File: src/rtl/uart_tx_arbiter.sv
// rtl/uart_tx_arbiter.sv - round-robin arbiter sharing one UART transmitter between two byte sources
//
// Purpose: grants the UART transmit path to one of two requesters using a
// valid/ready handshake. It drives the transmitter data bus and a strobe
// (the transmitter starts on the strobe's falling edge), then uses the
// transmitter's busy flag to track the frame until the line is free again.
//
// Ports:
//   clk, rst_n              clock and asynchronous active-low reset
//   req0_data/valid/ready   requester 0 byte handshake
//   req1_data/valid/ready   requester 1 byte handshake
//   tx_data, tx_int         byte and start strobe to the transmitter
//   tx_busy                 transmitter busy (frame on the line)
//   grant                   one-hot owner of the byte in flight, 00 when idle
//   err_timeout             one-cycle pulse when the transmitter never went busy
module uart_tx_arbiter #(
  parameter int INT_CYCLES    = 4,
  parameter int START_TIMEOUT = 64,
  parameter int GAP_CYCLES    = 2
) (
  input  logic       clk,
  input  logic       rst_n,
  input  logic [7:0] req0_data,
  input  logic       req0_valid,
  output logic       req0_ready,
  input  logic [7:0] req1_data,
  input  logic       req1_valid,
  output logic       req1_ready,
  output logic [7:0] tx_data,
  output logic       tx_int,
  input  logic       tx_busy,
  output logic [1:0] grant,
  output logic       err_timeout
);

  localparam int MAXP = (INT_CYCLES > START_TIMEOUT)
                      ? ((INT_CYCLES > GAP_CYCLES) ? INT_CYCLES : GAP_CYCLES)
                      : ((START_TIMEOUT > GAP_CYCLES) ? START_TIMEOUT : GAP_CYCLES);
  localparam int CW = $clog2(MAXP) + 1;

  localparam logic [CW-1:0] INT_LAST  = CW'(INT_CYCLES - 1);
  localparam logic [CW-1:0] TO_LAST   = CW'(START_TIMEOUT - 1);
  localparam logic [CW-1:0] GAP_LAST  = CW'(GAP_CYCLES - 1);
  localparam logic [CW-1:0] CNT_LIMIT = CW'(MAXP);

  typedef enum logic [2:0] {
    S_IDLE,
    S_STROBE,
    S_WAIT_START,
    S_WAIT_DONE,
    S_SETTLE
  } state_t;

  state_t        state_q, state_d;
  logic [CW-1:0] cnt_q, cnt_d;
  logic [7:0]    tx_data_q, tx_data_d;
  logic          tx_int_q, tx_int_d;
  logic [1:0]    grant_q, grant_d;
  logic          err_q, err_d;
  logic          ptr_q, ptr_d;      // index of the requester served last

  logic          can_grant;
  logic          pick1;             // requester 1 wins this cycle's arbitration
  logic [CW-1:0] cnt_inc;           // saturating increment of the state counter

  always_comb begin
    can_grant = (state_q == S_IDLE) && !tx_busy;
    // On a tie the requester that was not served last wins.
    pick1      = req1_valid && (!req0_valid || !ptr_q);
    req0_ready = can_grant && req0_valid && !pick1;
    req1_ready = can_grant && pick1;
    cnt_inc    = (cnt_q == CNT_LIMIT) ? cnt_q : cnt_q + 1'b1;
  end

  always_comb begin
    state_d   = state_q;
    cnt_d     = cnt_q;
    tx_data_d = tx_data_q;
    tx_int_d  = tx_int_q;
    grant_d   = grant_q;
    err_d     = 1'b0;
    ptr_d     = ptr_q;
    case (state_q)
      S_IDLE: begin
        if (req0_ready || req1_ready) begin
          tx_data_d = pick1 ? req1_data : req0_data;
          grant_d   = pick1 ? 2'b10 : 2'b01;
          ptr_d     = pick1;
          tx_int_d  = 1'b1;
          cnt_d     = '0;
          state_d   = S_STROBE;
        end
      end
      S_STROBE: begin
        if (cnt_q == INT_LAST) begin
          tx_int_d = 1'b0;
          cnt_d    = '0;
          state_d  = S_WAIT_START;
        end else begin
          cnt_d = cnt_inc;
        end
      end
      S_WAIT_START: begin
        if (tx_busy) begin
          state_d = S_WAIT_DONE;
        end else if (cnt_q == TO_LAST) begin
          // Transmitter never started: drop the byte, it is not retried.
          err_d   = 1'b1;
          grant_d = 2'b00;
          cnt_d   = '0;
          state_d = S_SETTLE;
        end else begin
          cnt_d = cnt_inc;
        end
      end
      S_WAIT_DONE: begin
        if (!tx_busy) begin
          cnt_d   = '0;
          state_d = S_SETTLE;
        end
      end
      S_SETTLE: begin
        if (cnt_q == GAP_LAST) begin
          grant_d = 2'b00;
          state_d = S_IDLE;
        end else begin
          cnt_d = cnt_inc;
        end
      end
      default: begin
        state_d  = S_IDLE;
        tx_int_d = 1'b0;
        grant_d  = 2'b00;
      end
    endcase
  end

  always_ff @(posedge clk or negedge rst_n) begin
    if (!rst_n) begin
      state_q   <= S_IDLE;
      cnt_q     <= '0;
      tx_data_q <= 8'h00;
      tx_int_q  <= 1'b0;
      grant_q   <= 2'b00;
      err_q     <= 1'b0;
      ptr_q     <= 1'b1;
    end else begin
      state_q   <= state_d;
      cnt_q     <= cnt_d;
      tx_data_q <= tx_data_d;
      tx_int_q  <= tx_int_d;
      grant_q   <= grant_d;
      err_q     <= err_d;
      ptr_q     <= ptr_d;
    end
  end

  assign tx_data     = tx_data_q;
  assign tx_int      = tx_int_q;
  assign grant       = grant_q;
  assign err_timeout = err_q;

endmodule

File: config.mk
export PLATFORM = sky130hd
export DESIGN_NAME = uart_tx_arbiter
export DESIGN_NICKNAME = d
export VERILOG_FILES = /design/src/rtl/uart_tx_arbiter.sv
export SDC_FILE = /design/constraint.sdc
export NUM_CORES = 1
export LEC_CHECK = 0
export BUFFER_PORTS_ARGS = -buffer_cell sky130_fd_sc_hd__buf_2
export CORE_MARGIN = 5
export CORE_UTILIZATION = 45
export CTS_CLUSTER_SIZE = 28
export DETAILED_ROUTE_END_ITERATION = 8
export GPL_ROUTABILITY_DRIVEN = 0
export PLACE_DENSITY = 0.7
export SLEW_MARGIN = 20
export SYNTH_ARGS = -nofsm -noshare
export SYNTH_HDL_FRONTEND = slang
export SYNTH_SLANG_ARGS = --single-unit
File: constraint.sdc
create_clock -name clk -period 2.71 [get_ports clk]
set_input_delay 0.4065 -clock clk [delete_from_list [all_inputs] [get_ports clk]]
set_output_delay 0.4065 -clock clk [all_outputs]
set_load 0.1 [all_outputs]
After elaboration in Yosys (flattened, before gate mapping)
Cells that the tools add are included.

word-level totals
  register bits after elaboration = 23
  input bits = 21

cells by class
  muxes and demuxes = 28
  bitwise operators = 2
  eq/ne operators = 16
  reductions and logical operators = 20
  $add $sub $neg = 1

operators with widths
  operator               number
  $mux W7                7
  $pmux W7 S5            1
  $mux W3                6
  $pmux W3 S5            1
  $reduce_and A5 Y1      3
  $ne A2 B2 Y1 const B   6
  $mux W2                5
  $mux W8                1
  $pmux W2 S4            1
  $add A7 B1 Y7 const B  1
  $eq A7 B1 Y1 const B   1
  $eq A7 B2 Y1 const B   1
  $eq A7 B6 Y1 const B   1
  $eq A7 B7 Y1 const B   1
  $eq A3 B2 Y1 const B   2
  $logic_and A1 B1 Y1    5
  $mux W1                5
  $reduce_bool A5 Y1     1
  $logic_not A1 Y1       4
  $eq A3 B1 Y1 const B   1
  $eq A3 B3 Y1 const B   1
  $logic_not A3 Y1       1
  $ne A3 B3 Y1 const B   1
  $pmux W1 S3            1
  7 further kinds        9

Longest topological paths before layout
Gate-level depths: netlist of run 1.

  depth after elaboration = 8
  depth in mapped cells = 7
  mapped depth without buffers = 7

Worst setup path after synthesis of run 1
OpenSTA, ideal clock, no wires.

  kind = reg2out
  from = reg state_q[0]
  to = out req0_ready
  setup slack = -98 ps
  data required time = 2304 ps
  data arrival time = 2402 ps
  stages on the path, launching flop included = 5
  buffers on the path = 1
  cell sequence = dfrtp_1 > clkbuf_1 > nor4_1 > nand2_1 > nor2_1

on the way
  longest elaborated chain between the ends = 4

RTL lines
  element                            RTL line  RTL
  from (decl)                        54        state_t state_q, state_d;
  from (signal assigned)             148       state_q <= state_d;
  $logic_not A3 Y1                   67        can_grant = (state_q == S_IDLE) && !tx_busy;
  $logic_and A1 B1 Y1                67
  $logic_and A1 B1 Y1 (2 in series)  70        req0_ready = can_grant && req0_valid && !pick1;
  to (decl)                          25        output logic req0_ready,

Every way passes these cells.

Worst setup path after layout of run 1
Same ends and word-level chain as after synthesis.

==> results of run 1 <==
## layout by cell type, fill, tap and decap left out, types with 3 or more instances in the layout
master / synthesis / final
buf_2: 1 / 34
dfrtp_1: 22 / 22
nor2_1: 22 / 21
a21oi_1: 11 / 11
mux2i_1: 8 / 8
inv_1: 7 / 7
nand2_1: 7 / 7
nor3_1: 6 / 6
nor4_1: 3 / 3
a21o_2: 3 / 3
a22o_1: 3 / 3
a22o_2: 3 / 3
ha_1: 3 / 3
clkbuf_4: 0 / 3
## how the worst min path moves through the flow
stage | start | to | slack, ns | cells past startpoint
after floorplan | rst_n | cnt_q[0] | 0.11 | 0
after global placement | rst_n | state_q[1] | 0.40 | 1
after detailed placement | rst_n | state_q[1] | 0.42 | 1
after CTS | rst_n | state_q[1] | 0.07 | 1
after global routing | rst_n | grant[0] | 0.10 | 1
final | rst_n | err_timeout | 0.05 | 1
## sequential cells by signal, summed over array words and instances, names as in the netlist
register     count
cnt_q            7
ptr_q            1
tx_int           1
tx_data          8
grant            2
state_q          3
err_timeout      1
## through the flow
step                      power [mW]  cells
after global routing           2.102    200
after global placement         1.799    196
final                          1.976    200
after detailed placement       1.827    196
after floorplan                1.621    136
after CTS                      1.990    200
## power groups by stage
stage	clock network, mW	logic [mW]	registers [mW]
2_1_floorplan	0	0.511	1.11
5_1_grt	0.183	1.31	0.606
3_5_place_dp	0	1.24	0.587
3_3_place_gp	0	1.22	0.583
4_1_cts	0.167	1.24	0.581
6_report	0.161	1.23	0.580
## area by class of cell
class	instances	area (um^2)
fillers	277	1295
multi-input cells	99	655.6
flip-flops and latches	23	576.8
repair buffers	36	185.2
well taps	31	38.79
inverters	7	26.28
clock buffers	3	22.52
clock inverters	1	5.005
## routing by layer
metal / share of wire (%) / routed length, um / GRT usage, % / up-vias
met5: 0 / 0 / 0 / -
met4: 0.35 / 10 / 3.430 / 0
met3: 4.1 / 117 / 2.245 / 2
met2: 53 / 1509 / 27.71 / 24
met1: 43 / 1230 / 18.14 / 542
li1: - / - / - / 556
## logic make-up (layout without fill, tap and decap cells)
kind of cell	after synthesis	in the layout	share of synthesized area [%]
buf+inv	14	47	7.700
fa+ha+maj	3	3	2.817
mux	8	8	6.010
compound gates	37	37	21.32
simple gates	51	51	18.87
flops	23	23	43.29
==> impl_metrics.ini, run 1 <==
[run_status]
status = finished clean

[grt]
grt_usage_pct = 14.91
grt_max_degree = 24
grt_pass1_vias = 1142
grt_overflow = 0
antenna_found_initial = 0
grt_pass1_wl_um = 5030

[die]
rows = 19
dieArea_um2 = 4149
die_width_um = 64.42
start_util_pct = 47.50
core_um2 = 2805
fp.dieH_um = 64.42
ioPinCount = 35

[timing]
worst_pin_slew_ns = 0.5889
finalHoldViolCount = 0
skew_ns = 0.009540
max_freq_mhz = 407.6
setup-tns-final_ns = 0
finalWorstSetupSlack_ns = 0.2565
period_share_pct = 90.54
slew_violations = 0
relSlewSlack_pct = 60.56
whs_ns = 0.05070
rsz0062_at_grt = no
setup_viol = 0
layout_min_cycle_time_ns = 2.454

[layout]
area_growth_pct = 13.33
fin_area_um2 = 1510
drive_gt1_share_pct = 31.95
nNetsFinal = 194
postLayoutCoreUtil_pct = 53.84
antenna_cells = 0

[setup_path]
worstSetupPathDepth = 4
critPathBufInv = 1
r2r_slack_ns = 0.45
cp_max_fo = 12
cp.required_ns = 2.30
arrival_ns = 2.05
crit_path_end = req0_ready
end_kind = output port
timing.critical_path.from_type = flip-flop
worstReg2RegEnd = cnt_q[5]
cp_slowest_stage_delay_ns = 0.55
path_cells = nor4_1 -> nand2_1 -> nor2_2 -> buf_2
critical_path_class = reg -> out
cp_slowest_cell = dfrtp_1
crit_family = simple AND/OR/NAND/NOR gates
reg2reg_from = cnt_q[3]
critPathLaunch = state_q[0]
ff2ff_path_depth = 5

[synth]
syn_area_um2 = 1333
synth-main-ff-cell = dfrtp_1
synth-edff-count = 0
ys_warn_count = 0
synth_area_per_cell_um2 = 9.798
synth.area.top_cells = dfrtp_1 41%, nor2_1 6.2%, mux2i_1 6.0%
yosysUniqueCellTypes = 42
ys_seq_area_share_pct = 43.29
netlist_instances = 136
async_flop_share_pct = 100.0
ys_ff_latch = 23
yosysTopAreaCell = dfrtp_1
yosys-top-cells-count = 22 x dfrtp_1, 22 x nor2_1, 11 x a21oi_1
syn-num-nets = 160
synth_top_area_share_pct = 41.31

[cts]
clkSlewWorstSetupHoldPaths_ns = 0.14
numCtsBuffers = 3
cts_hold_buf = 0
cts_tree = yes
clock-sinks = 23
cts.htree.levels = 1
post-cts-setup-buffers = 0
root_buffer = clkbuf_4
clk_latency_ns = 0.31
cts.path.max_buffers = 2
cts-resized-gates = 0

[place]
dp_hpwl_um = 2215
place_area_um2 = 1483
port_buffers = 34
post-place-ws_ns = 0.4809

[run]
drv_cap = 0

[power]
internal_power_mw = 0.8223
p_seq_share_pct = 29.4
powerDensity_nw_per_um2 = 1308
pwr-share-comb_pct = 62.5
ir_drop_mv = 0.6948
p_leak_nw = 0.7136
p_sw_mw = 1.153
p_clk_share_pct = 8.2
p_sw_share_pct = 58.38

[route]
drt_iter0_drc = 40
vias = 1124
dr.pass1.iters = 4
viasPerCell = 5.620
wl_per_cell_um = 14.34
post-route-drc-count = 0
drtAntennaViolNets = 0
drt-total-wl_um = 2868

[worst_hold_path]
hold_path_class = in -> async
No activity file was read; power rests on OpenSTA's default activity.
==> run 2, diff against run 1 <==
--- a/config.mk
+++ b/config.mk
@@ -12,5 +12,5 @@
 export DETAILED_ROUTE_END_ITERATION = 8
 export GPL_ROUTABILITY_DRIVEN = 0
-export PLACE_DENSITY = 0.7
+export PLACE_DENSITY = 0.72
 export SLEW_MARGIN = 20
 export SYNTH_ARGS = -nofsm -noshare
==> constraint.sdc (replaced) <==
create_clock -name clk -period 2 [get_ports clk]
set_input_delay 0.1 -clock clk [delete_from_list [all_inputs] [get_ports clk]]
set_output_delay 0.1 -clock clk [all_outputs]
set_load 0.1 [all_outputs]
==> impl_metrics.ini, run 2 (same netlist as run 1, synthesis figures left out) <==
[setup_path]
cp_slowest_cell = or4_4
cp.required_ns = 2.22
crit_family = compound AO/OA/AOI/OAI gates
path_cells = or4_4 -> o311a_4 -> a211oi_4 -> buf_6 -> nor2b_4 -> a22o_1
end_kind = flip-flop
timing.critical_path.from_type = flip-flop
cp_slowest_stage_delay_ns = 0.55
critical_path_class = reg -> reg
cp_max_fo = 6
arrival_ns = 2.26
critPathBufInv = 1

[route]
drt-total-wl_um = 3278
post-route-drc-count = 0
viasPerCell = 5.491
wl_per_cell_um = 15.04
drtAntennaViolNets = 0
drt_iter0_drc = 54
dr.pass1.iters = 4
vias = 1197

[layout]
area_growth_pct = 28.36
drive_gt1_share_pct = 40.64
final_common_cell = buf_2
regArea_um2 = 576.8
multi_input_comb_area_um2 = 680.7
antenna_cells = 0
nNetsFinal = 212
num-fill-cells = 241
postLayoutCoreUtil_pct = 60.97
fin_area_um2 = 1710
layout_common_cells = 32 x buf_2, 22 x dfrtp_1, 21 x nor2_1, 17 x buf_4, 10 x a21oi_1
largest_reg_flops = 8

[timing]
finalHoldViolCount = 0
rsz0062_at_grt = yes
setup_viol = 6
skew_ns = 0.001428
period_share_pct = 102.1
worst_pin_slew_ns = 0.5354
relSlewSlack_pct = 64.31
whs_ns = 0.02251
finalWorstSetupSlack_ns = -0.04220
slew_violations = 0
max_freq_mhz = 489.7
layout_min_cycle_time_ns = 2.042

[run_status]
violations = negative setup slack
status = finished with violations

[grt]
grt_pass1_wl_um = 5395
grt_max_degree = 24
grt_pass1_vias = 1208
grt_usage_pct = 16.32
antenna_found_initial = 0
grt_overflow = 0

[cts]
cts.htree.levels = 1
root_buffer = clkbuf_4
clock-sinks = 23
clk_latency_ns = 0.31
numCtsBuffers = 3
cts_tree = yes
cts.path.max_buffers = 2
clkSlewWorstSetupHoldPaths_ns = 0.13

[place]
post-place-ws_ns = -0.1112
dp_hpwl_um = 2474
place_area_um2 = 1627
port_buffers = 34

[worst_hold_path]
hold_path_class = in -> reg

[die]
fp.dieH_um = 64.42
ioPinCount = 35
start_util_pct = 47.50
core_um2 = 2805
die_width_um = 64.42
rows = 19
dieArea_um2 = 4149

[power]
p_leak_nw = 0.8168
powerDensity_nw_per_um2 = 1704
p_sw_share_pct = 55.76
pwr-share-comb_pct = 67.7
ir_drop_mv = 0.8885
p_clk_share_pct = 7.5
internal_power_mw = 1.289
p_sw_mw = 1.625
total_power_mw = 2.914
p_seq_share_pct = 24.8

[run]
drv_cap = 0
[run 2: changes by cell type in the layout (fill, tap and decap cells not counted), sizes merged]
cell         change
buf             +17
dlygate4sd3      +1
[run 2: layer usage]
layer,share of wire [%],vias to the layer above,GRT usage (%)
li1,-,587,-
met2,51,33,29.51
met3,4.4,8,2.245
met1,42,569,19.39
met5,0,-,0
met4,2.1,0,6.860
[run 2: path summary, 6_finish.rpt]
check,from,endpoint,slack [ns],cells past startpoint
worst min register to register,tx_int,tx_int,0.49,1
worst max-delay path,cnt_q[3],cnt_q[4],-0.04,6
max in group asynchronous,rst_n,ptr_q,1.35,2
worst max register to register,cnt_q[3],cnt_q[4],-0.04,6
worst min-delay path,req1_valid,ptr_q,0.02,3
min in group asynchronous,rst_n,state_q[1],0.28,2
[run 2: layout make-up]
type	count	share of cell area, %
timing repair buffer	54	21.07
clock buffer	3	1.317
sequential	23	33.72
clock inverter	1	0.2926
inverter	7	1.536
tap	31	2.268
multi-input combinational	99	39.80
[run 2: per-stage QoR]
step | cells | TNS (ns)
floorplan | 136 | -0.3902
global placement | 211 | -0.2817
detailed placement | 211 | -0.6111
CTS | 218 | -0.07854
global route | 218 | -0.6496
finish | 218 | -0.1606
[run 2: what timing repair did]
| item | in CTS | in global routing |
|---|---|---|
| hold buffers | 1 | 0 |
| gates resized for setup | 5 | 3 |
| buffers inserted | 2 | 0 |
| endpoints found under the hold margin | 22 | 0 |
| setup endpoints to repair | 10 | 9 |
| pin swaps | 5 | 2 |
[run 2: power groups by stage]
stage	Combinational (mW)	Clock, mW	Sequential [mW]
after detailed placement	1.89	0	0.729
final	1.97	0.220	0.722
after floorplan	0.693	0	1.50
after global routing	2.08	0.247	0.748
after global placement	1.85	0	0.719
after CTS	1.96	0.230	0.720
[run 2: worst register-to-register path, stage by stage, from the launching register on]
cell      delay (ns)
dfrtp_1         0.40
or4_4           0.55
o311a_4         0.34
a211oi_4        0.22
buf_6           0.16
nor2b_4         0.06
a22o_1          0.22
